File: config.mk
export PLATFORM = sky130hd
export DESIGN_NAME = led_pwm_fader_flat
export DESIGN_NICKNAME = d
export VERILOG_FILES = /design/src/rtl/led_pwm_fader_pkg.sv /design/src/rtl/led_pwm_fader_if.sv /design/src/rtl/led_fade_channel.sv /design/src/rtl/led_pwm_fader.sv /design/src/flat_wrapper.sv
export SDC_FILE = /design/constraint.sdc
export NUM_CORES = 1
export LEC_CHECK = 0
export CAP_MARGIN = 20
export CORE_ASPECT_RATIO = 0.7
export CORE_MARGIN = 1.5
export CORE_UTILIZATION = 45
export DETAILED_ROUTE_END_ITERATION = 8
export SLEW_MARGIN = 10
export SYNTH_ARGS = -nofsm -noshare
export SYNTH_HDL_FRONTEND = slang
export SYNTH_SLANG_ARGS = --single-unit
File: constraint.sdc
create_clock -name clk -period 3.9 [get_ports clk]
set_input_delay 0.39 -clock clk [delete_from_list [all_inputs] [get_ports clk]]
set_output_delay 0.39 -clock clk [all_outputs]
set_load 0.01 [all_outputs]
File: src/rtl/led_pwm_fader_pkg.sv
// led_pkg: shared constants and types for the LED PWM fader.
//   LED_N          number of LED channels driven by the fader
//   LED_PWM_BITS   default PWM counter width (period = 2^LED_PWM_BITS clocks)
//   LED_STEP_DIV   default clocks per brightness-step tick
//   LED_RISE_STEP  default duty increment per tick while requested on
//   LED_FALL_STEP  default duty decrement per tick while requested off
//   duty_t         duty value at the default PWM width
package led_pkg;

  localparam int LED_N         = 4;
  localparam int LED_PWM_BITS  = 8;
  localparam int LED_STEP_DIV  = 65536;
  localparam int LED_RISE_STEP = 32;
  localparam int LED_FALL_STEP = 4;

  typedef logic [LED_PWM_BITS-1:0] duty_t;

endpackage

File: src/rtl/led_pwm_fader_if.sv
// led_pwm_fader_if: groups the fader's LED-side signals.
//   led_req  per-LED on request (from the chaser)
//   led_pwm  registered PWM drive to the LEDs
//   busy     high while any channel is still ramping toward its target
// Modports:
//   master  the chaser/board side: drives led_req, observes led_pwm and busy
//   slave   the fader itself: consumes led_req, drives led_pwm and busy
interface led_pwm_fader_if;
  import led_pkg::*;

  logic [LED_N-1:0] led_req;
  logic [LED_N-1:0] led_pwm;
  logic             busy;

  modport master (output led_req, input led_pwm, input busy);
  modport slave  (input led_req, output led_pwm, output busy);

endinterface

File: src/rtl/led_fade_channel.sv
// led_fade_channel: one LED's brightness ramp and PWM comparator.
// Ports:
//   clk, rstn  clock, asynchronous active-low reset
//   req        registered on-request for this LED
//   tick       one-cycle brightness-step strobe
//   pwm_cnt    shared free-running PWM counter
//   wrap       high in the cycle pwm_cnt is at its maximum
//   led_pwm    registered PWM output bit
//   busy       duty not yet at the target implied by req
// Optional build macro: LED_GAMMA_EN squares the duty before it is used as
// the PWM compare value, giving a perceptually smoother ramp.
module led_fade_channel
  import led_pkg::*;
#(
  parameter int PWM_BITS  = LED_PWM_BITS,
  parameter int RISE_STEP = LED_RISE_STEP,
  parameter int FALL_STEP = LED_FALL_STEP
) (
  input  logic                clk,
  input  logic                rstn,
  input  logic                req,
  input  logic                tick,
  input  logic [PWM_BITS-1:0] pwm_cnt,
  input  logic                wrap,
  output logic                led_pwm,
  output logic                busy
);

  localparam logic [PWM_BITS-1:0] MAX    = '1;
  localparam logic [PWM_BITS:0]   RISE_W = (PWM_BITS+1)'(RISE_STEP);
  localparam logic [PWM_BITS:0]   FALL_W = (PWM_BITS+1)'(FALL_STEP);

  logic [PWM_BITS-1:0] duty;
  logic [PWM_BITS-1:0] shadow;

  // One extra bit of headroom catches the overflow past MAX.
  function automatic logic [PWM_BITS-1:0] sat_add(input logic [PWM_BITS-1:0] d);
    logic [PWM_BITS:0] s;
    s = {1'b0, d} + RISE_W;
    if (s > {1'b0, MAX}) return MAX;
    return s[PWM_BITS-1:0];
  endfunction

  // The extra bit doubles as the borrow flag when the step exceeds duty.
  function automatic logic [PWM_BITS-1:0] sat_sub(input logic [PWM_BITS-1:0] d);
    logic [PWM_BITS:0] s;
    s = {1'b0, d} - FALL_W;
    if (s[PWM_BITS]) return '0;
    return s[PWM_BITS-1:0];
  endfunction

`ifdef LED_GAMMA_EN
  // Square law; MAX is pinned so a fully-on LED stays solidly on.
  function automatic logic [PWM_BITS-1:0] shade(input logic [PWM_BITS-1:0] d);
    logic [2*PWM_BITS-1:0] sq;
    sq = {{PWM_BITS{1'b0}}, d} * {{PWM_BITS{1'b0}}, d};
    if (d == MAX) return MAX;
    return sq[2*PWM_BITS-1:PWM_BITS];
  endfunction
`else
  function automatic logic [PWM_BITS-1:0] shade(input logic [PWM_BITS-1:0] d);
    return d;
  endfunction
`endif

  // Stage: duty ramp, advanced only on tick
  always_ff @(posedge clk or negedge rstn) begin
    if (!rstn) begin
      duty <= '0;
    end else if (tick) begin
      duty <= req ? sat_add(duty) : sat_sub(duty);
    end
  end

  // Stage: shadow compare, reloaded only at period end so a period never glitches
  always_ff @(posedge clk or negedge rstn) begin
    if (!rstn) begin
      shadow <= '0;
    end else if (wrap) begin
      shadow <= shade(duty);
    end
  end

  // Stage: PWM output; MAX forces a full-period high instead of MAX-of-(MAX+1)
  always_ff @(posedge clk or negedge rstn) begin
    if (!rstn) begin
      led_pwm <= 1'b0;
    end else begin
      led_pwm <= (shadow == MAX) ? 1'b1 : (pwm_cnt < shadow);
    end
  end

  assign busy = req ? (duty != MAX) : (duty != '0);

endmodule

File: src/rtl/led_pwm_fader.sv
// led_pwm_fader: PWM-fades the chaser's LED pattern so the chase leaves a
// trail. Each LED ramps up while requested and fades out once released.
// Ports:
//   clk   clock
//   rstn  asynchronous active-low reset
//   led   led_pwm_fader_if.slave: led_req in, led_pwm and busy out
// Parameters: PWM_BITS (counter width), STEP_DIV (clocks per step tick),
//   RISE_STEP / FALL_STEP (duty change per tick).
// Optional build macro: LED_GAMMA_EN (square-law brightness in each channel).
module led_pwm_fader
  import led_pkg::*;
#(
  parameter int PWM_BITS  = LED_PWM_BITS,
  parameter int STEP_DIV  = LED_STEP_DIV,
  parameter int RISE_STEP = LED_RISE_STEP,
  parameter int FALL_STEP = LED_FALL_STEP
) (
  input  logic           clk,
  input  logic           rstn,
  led_pwm_fader_if.slave led
);

  localparam int                  PRE_W = (STEP_DIV > 1) ? $clog2(STEP_DIV) : 1;
  localparam logic [PRE_W-1:0]    PRE_TOP = PRE_W'(STEP_DIV - 1);
  localparam logic [PWM_BITS-1:0] MAX = '1;

  logic [LED_N-1:0]    req_q;
  logic [PRE_W-1:0]    prescaler;
  logic [PWM_BITS-1:0] pwm_cnt;
  logic                tick;
  logic                wrap;
  logic [LED_N-1:0]    ch_pwm;
  logic [LED_N-1:0]    ch_busy;
  logic                busy;

  assign tick = (prescaler == PRE_TOP);
  assign wrap = (pwm_cnt == MAX);

  // Stage: request capture, step prescaler and PWM counter
  always_ff @(posedge clk or negedge rstn) begin
    if (!rstn) begin
      req_q     <= '0;
      prescaler <= '0;
      pwm_cnt   <= '0;
    end else begin
      req_q     <= led.led_req;
      prescaler <= tick ? '0 : prescaler + PRE_W'(1);
      pwm_cnt   <= pwm_cnt + PWM_BITS'(1);
    end
  end

  for (genvar i = 0; i < LED_N; i++) begin : g_ch
    led_fade_channel #(
      .PWM_BITS  (PWM_BITS),
      .RISE_STEP (RISE_STEP),
      .FALL_STEP (FALL_STEP)
    ) u_ch (
      .clk     (clk),
      .rstn    (rstn),
      .req     (req_q[i]),
      .tick    (tick),
      .pwm_cnt (pwm_cnt),
      .wrap    (wrap),
      .led_pwm (ch_pwm[i]),
      .busy    (ch_busy[i])
    );
  end

  // Stage: registered busy summary
  always_ff @(posedge clk or negedge rstn) begin
    if (!rstn) begin
      busy <= 1'b0;
    end else begin
      busy <= |ch_busy;
    end
  end

  assign led.led_pwm = ch_pwm;
  assign led.busy    = busy;

endmodule
File: src/flat_wrapper.sv
// flat-port wrapper written by rule: the top's interface ports become plain ports
module led_pwm_fader_flat import led_pkg::*;
#(
  parameter int PWM_BITS  = LED_PWM_BITS,
  parameter int STEP_DIV  = LED_STEP_DIV,
  parameter int RISE_STEP = LED_RISE_STEP,
  parameter int FALL_STEP = LED_FALL_STEP
)
  (clk, rstn, led_led_req, led_led_pwm, led_busy);
  led_pwm_fader_if led_i ();
  input  logic clk;
  input  logic rstn;
  input wire logic [$bits(led_i.led_req)-1:0] led_led_req;
  output wire logic [$bits(led_i.led_pwm)-1:0] led_led_pwm;
  output wire logic [$bits(led_i.busy)-1:0] led_busy;
  assign led_i.led_req = led_led_req;
  assign led_led_pwm = led_i.led_pwm;
  assign led_busy = led_i.busy;
  led_pwm_fader #(.PWM_BITS(PWM_BITS), .STEP_DIV(STEP_DIV), .RISE_STEP(RISE_STEP), .FALL_STEP(FALL_STEP)) u_core (.clk(clk), .rstn(rstn), .led(led_i));
endmodule
After elaboration in Yosys (flattened, before gate mapping)
Index checks and enable logic that the tools add are counted.
{"block": "word_totals", "inputBits": 6, "latchBits": 0, "register_bits": 97, "mem_bits_rw": 0, "mem_bits_ro": 0, "memories": 0}
{"block": "op_classes", "magnitude_cmp": 8, "eq_ne": 10, "div_mod_pow": 0, "n_bitwise": 0, "reduce_logical": 5, "multipliers": 0, "addsub": 10, "shifts": 0, "n_mux": 45}
{"op": "$mux W8", "count": 20}
{"op": "$eq A8 B8 Y1 const B", "count": 5}
{"op": "$add A8 B6 Y9 const B", "count": 4}
{"op": "$gt A9 B8 Y1 const B", "count": 4}
{"op": "$sub A8 B3 Y9 const B", "count": 4}
{"op": "$lt A8 B8 Y1", "count": 4}
{"op": "$ne A8 B8 Y1 const B", "count": 4}
{"op": "$reduce_bool A8 Y1", "count": 4}
{"op": "$mux W1", "count": 24}
{"op": "$add A16 B1 Y16 const B", "count": 1}
{"op": "$eq A16 B16 Y1 const B", "count": 1}
{"op": "$mux W16", "count": 1}
{"op": "$add A8 B1 Y8 const B", "count": 1}
{"op": "$reduce_or A4 Y1", "count": 1}

Longest topological paths before layout
{"block": "depth", "depth_word": 6, "mapped_depth": 8, "mapped_depth_nobuf": 7}

Cells and area by module
From an unflattened synthesis, not the netlist that was laid out.
{"block": "hier_totals", "hier_cells": 560, "hier_area_um2": 5537.8}
{"mod": "led_fade_channel", "area_each_um2": 1086.0, "seq_area_each_um2": 375.4, "cells_per_inst": 116, "n_inst": 4}
{"mod": "led_pwm_fader", "area_each_um2": 1193.6, "seq_area_each_um2": 725.7, "cells_per_inst": 96, "n_inst": 1}

Worst setup path after synthesis
OpenSTA, ideal clock, no wires.
{"block": "synth_timing", "kind": "flip-flop to flip-flop", "start": "reg u_core.g_ch[2].u_ch.duty[5]", "end": "reg u_core.g_ch[2].u_ch.duty[4]", "slack_ns": 1.995, "setup_ns": 0.124, "t_required_ns": 3.776, "stages_incl_launch_ff": 7, "arrival_time_ns": 1.781, "path_buffers": 0, "cell_sequence": "dfrtp_1 > inv_1 > ha_1 > and4b_1 > nor4_1 > o311ai_1 > a211o_1"}
{"block": "synth_via", "elab_chain_cells": 6, "word_cells_on_any_way": 10, "cone_classes": "add/sub: 2; order compare: 1; mux: 7"}
{"item": "start, declared", "line_no": "led_fade_channel.sv:33", "source": "logic [PWM_BITS-1:0] duty;"}
{"item": "start signal, assigned", "line_no": "led_fade_channel.sv:71", "source": "duty <= req ? sat_add(duty) : sat_sub(duty);"}
{"item": "$add A8 B6 Y9", "line_no": "led_fade_channel.sv:39", "source": "s = {1'b0, d} + RISE_W;"}
{"item": "$gt A9 B8 Y1", "line_no": "led_fade_channel.sv:40", "source": "if (s > {1'b0, MAX}) return MAX;"}
{"item": "$mux W1", "line_no": "led_fade_channel.sv:40"}
{"item": "$mux W1", "line_no": "led_fade_channel.sv:70", "source": "end else if (tick) begin"}
{"item": "$mux W8", "line_no": "led_fade_channel.sv:41", "source": "return s[PWM_BITS-1:0];"}
{"item": "$mux W8 *", "line_no": "led_fade_channel.sv:71"}
Mark *: on every way between the ends. The rest lies on a longest branch, timed or not. The select of a mux whose other input is x is not followed.
A chain may end at the register's enable or synchronous reset.

Final worst setup path
{"block": "layout_timing", "start": "reg u_core.prescaler[0]", "end": "reg u_core.g_ch[1].u_ch.duty[4]"}
{"block": "layout_via", "elab_chain_cells": 1}
{"item": "start, declared", "line_no": "led_pwm_fader.sv:28", "source": "logic [PRE_W-1:0] prescaler;"}
{"item": "start signal, assigned", "line_no": "led_pwm_fader.sv:47", "source": "prescaler <= tick ? '0 : prescaler + PRE_W'(1);"}
{"item": "$eq A16 B16 Y1", "line_no": "led_pwm_fader.sv:36", "source": "assign tick = (prescaler == PRE_TOP);"}
{"item": "end signal, assigned", "line_no": "led_fade_channel.sv:71"}
{"item": "end, declared", "line_no": "led_fade_channel.sv:33"}
Every way passes these cells.

==> impl_metrics.json <==
{
  "status": "completed",
  "fin_ws_ns": 1.46,
  "grt_pass1_wl_mm": 19.7,
  "yosysWarnings": 0,
  "min_path_type": "in2async",
  "synth_ff_type": "dfrtp_1",
  "drv_cap": 0,
  "clockBufferDepth": 2,
  "via_count": 4223,
  "synth-edff-count": 0,
  "grt_pass1_vias": 4041,
  "timing.rr.start": "u_core.prescaler[0]",
  "die_w_um": 135,
  "ant_nets": 0,
  "grt_setup_unrepaired": "no",
  "areaGrowthSynthToFinish_pct": 9.21,
  "synthArstFlopShare": 1.00,
  "layout_min_cycle_time_ns": 2.44,
  "path_cells": "ha_1, nand2_1, or3_1, nor2_2, buf_4, a21boi_1, a221o_1",
  "die_h_um": 95.2,
  "ys_seq_area_frac": 0.408,
  "track_usage": 0.194,
  "ioPinCount": 11,
  "cts_buffers": 9,
  "hpwl_mm": 8.20,
  "ff2ff_path_depth": 7,
  "post-route-util": 0.507,
  "final_hold_viol_count": 0,
  "dp_slack_ns": 1.48,
  "p_leak_nw": 2.70,
  "clock_latency_ns": 0.34,
  "worst_clock_skew_ns": 0.00836,
  "cts-hold-fix-buffers": 0,
  "synth_top_area_cell": "dfrtp_1",
  "row_count": 33,
  "slew_headroom": 0.447,
  "setup_viol_count_final": 0,
  "viasPerCell": 5.64,
  "coreArea_um2": 11800,
  "die_area_um2": 12800,
  "arrival_ns": 2.65,
  "grt_max_degree": 65,
  "wirelength_mm": 11.4,
  "dr.pass1.iters": 6,
  "grtUsageMet1": 0.280,
  "wl_per_cell_um": 15.2,
  "cts_root_buf": "clkbuf_16",
  "syn_area_per_cell_um2": 9.28,
  "tightest_slew_ns": 0.829,
  "ys_types": 65,
  "cp-start-kind": "flop",
  "use_met3": 0.0324,
  "use_met2": 0.301,
  "synth_top_area_share": 0.408,
  "critPathCaptureType": "flop",
  "diodes": 0,
  "clkTransAtPathRegs_ns": 0.07,
  "io_buffer_count": 10,
  "overflow": 0,
  "fin_nets": 651,
  "design_area_um2": 5970,
  "syn-cell-area_um2": 5460,
  "antenna_found_initial": 0,
  "route.detailed.drc": 0,
  "syn_inst": 589,
  "syn_nets": 653,
  "power_density_nw_per_um2": 319,
  "start_util": 0.464,
  "synth.area.top_cells": "dfrtp_1, ha_1, o21ai_0",
  "critPathMaxFanout": 18,
  "fin_crit_sh": 0.625,
  "tns_ns": 0,
  "crit_type": "reg2reg",
  "r2r_slack_ns": 1.46,
  "place_area_um2": 5640,
  "max_stage_delay_ns": 0.45,
  "grt-busiest-layer": "met2",
  "cts_tree": "yes",
  "clock.fmax_mhz": 410,
  "required_ns": 4.12,
  "post_route_cells_drive_above_1_share": 0.0574,
  "reg2reg_to": "u_core.g_ch[1].u_ch.duty[4]",
  "critPathSlowestCell": "nor2_2",
  "ys_ff_latch": 89,
  "htreeDepth": 3,
  "clock-sinks": 89,
  "postCtsSetupBuffers": 0,
  "place.gp.congestion": 0.839,
  "drt_iter0_drc": 298,
  "peakVddDrop_uv": 179,
  "cts_resized": 0,
  "n_fill_cell": 1087,
  "finalMaxSlewViolations": 0
}
critical path, delay by kind of cell (launching register included):
kind	cells	cell delay (ns)
AO/OA/AOI/OAI	2	0.37
adder cells (fa/ha/maj)	1	0.23
buffers and inverters	1	0.34
flip-flops	1	0.39
AND/OR/NAND/NOR	3	0.98
cell usage in the layout, fill, tap and decap left out, types with 6 or more instances in the layout:
master           Yosys  layout
dfrtp_1             89      89
inv_1               62      62
ha_1                58      58
o21ai_0             47      47
nand2_1             44      44
a21oi_1             34      34
nor2_1              30      30
nand4_1             22      22
nand3_1             21      21
nor3_1              17      17
xnor2_1             15      15
mux2_2               9       9
clkbuf_16            0       9
clkdlybuf4s50_1      0       9
or3_1                8       8
a21o_1               8       8
xor2_1               7       7
a31oi_1              6       6
through the flow:
| step | cells | hold WS (ns) | total power [mW] |
|---|---|---|---|
| final | 749 | 0.149 | 1.91 |
| after global routing | 749 | 0.213 | 1.97 |
| after CTS | 749 | 0.182 | 1.93 |
| after detailed placement | 733 | 0.461 | 0.984 |
| after global placement | 733 | 0.457 | 0.984 |
| after floorplan | 589 | 0.0944 | 0.957 |
logic make-up after synthesis:
group / synth area share
buffers and inverters: 0.0678
adders and majority gates: 0.133
muxes: 0.0224
and+or+nand+nor: 0.177
AOI/OAI and AO/OA: 0.157
xor gates and xnor gates: 0.0353
DFF: 0.408
where the power goes:
| group | internal, mW | switching, mW |
|---|---|---|
| logic | 0.00907 | 0.0237 |
| registers | 0.926 | 0.00779 |
| clock network | 0.597 | 0.342 |
Yosys cell counts (4+ instances only):
master	count
inv_1	62
o21ai_0	47
ha_1	58
a21oi_1	34
o221ai_1	4
mux2_2	9
buf_4	4
buf_2	8
nor2_1	30
clkbuf_1	12
xnor2_1	15
o21a_1	4
or3_1	8
nand4_1	22
o31ai_1	4
nand3_1	21
a31oi_1	6
nand2_1	44
nand2b_1	5
nor2b_1	5
dfrtp_1	89
nor3_1	17
xor2_1	7
nor4_1	5
a21o_1	8
worst max path at each step:
stage,from,end,depth (start not counted)
after floorplan,u_core.g_ch[2].u_ch.duty[5],u_core.g_ch[2].u_ch.duty[4],6
after global routing,u_core.prescaler[0],u_core.g_ch[1].u_ch.duty[4],7
after detailed placement,u_core.prescaler[0],u_core.g_ch[1].u_ch.duty[4],7
after global placement,u_core.prescaler[0],u_core.g_ch[2].u_ch.duty[2],7
after CTS,u_core.prescaler[0],u_core.g_ch[1].u_ch.duty[4],7
final,u_core.prescaler[0],u_core.g_ch[1].u_ch.duty[4],7
state kept, by name, indices dropped and copies added, names as in the netlist:
name and cells:
u_core.g_ch.u_ch.duty 28, u_core.prescaler 16, u_core.pwm_cnt 8, u_core.g_ch.u_ch.shadow 28, u_core.g_ch.u_ch.led_pwm 4, u_core.led.busy 1, u_core.req_q 4
area by class of cell:
class	instances	area [um^2]	area share
clock buffers	14	264	0.0442
flip-flops and latches	89	2230	0.373
multi-input cells	412	2870	0.480
repair buffers	13	120	0.0201
inverters	62	233	0.0390
clock inverters	2	60.1	0.0101
well taps	157	196	0.0329
routing by layer:
layer	part of all wire	wire, um
met1	0.52	5900
met2	0.43	4950
met3	0.041	463
met4	0.0094	107
met5	0	0
Note: power is estimated with default switching activity, not from simulation.
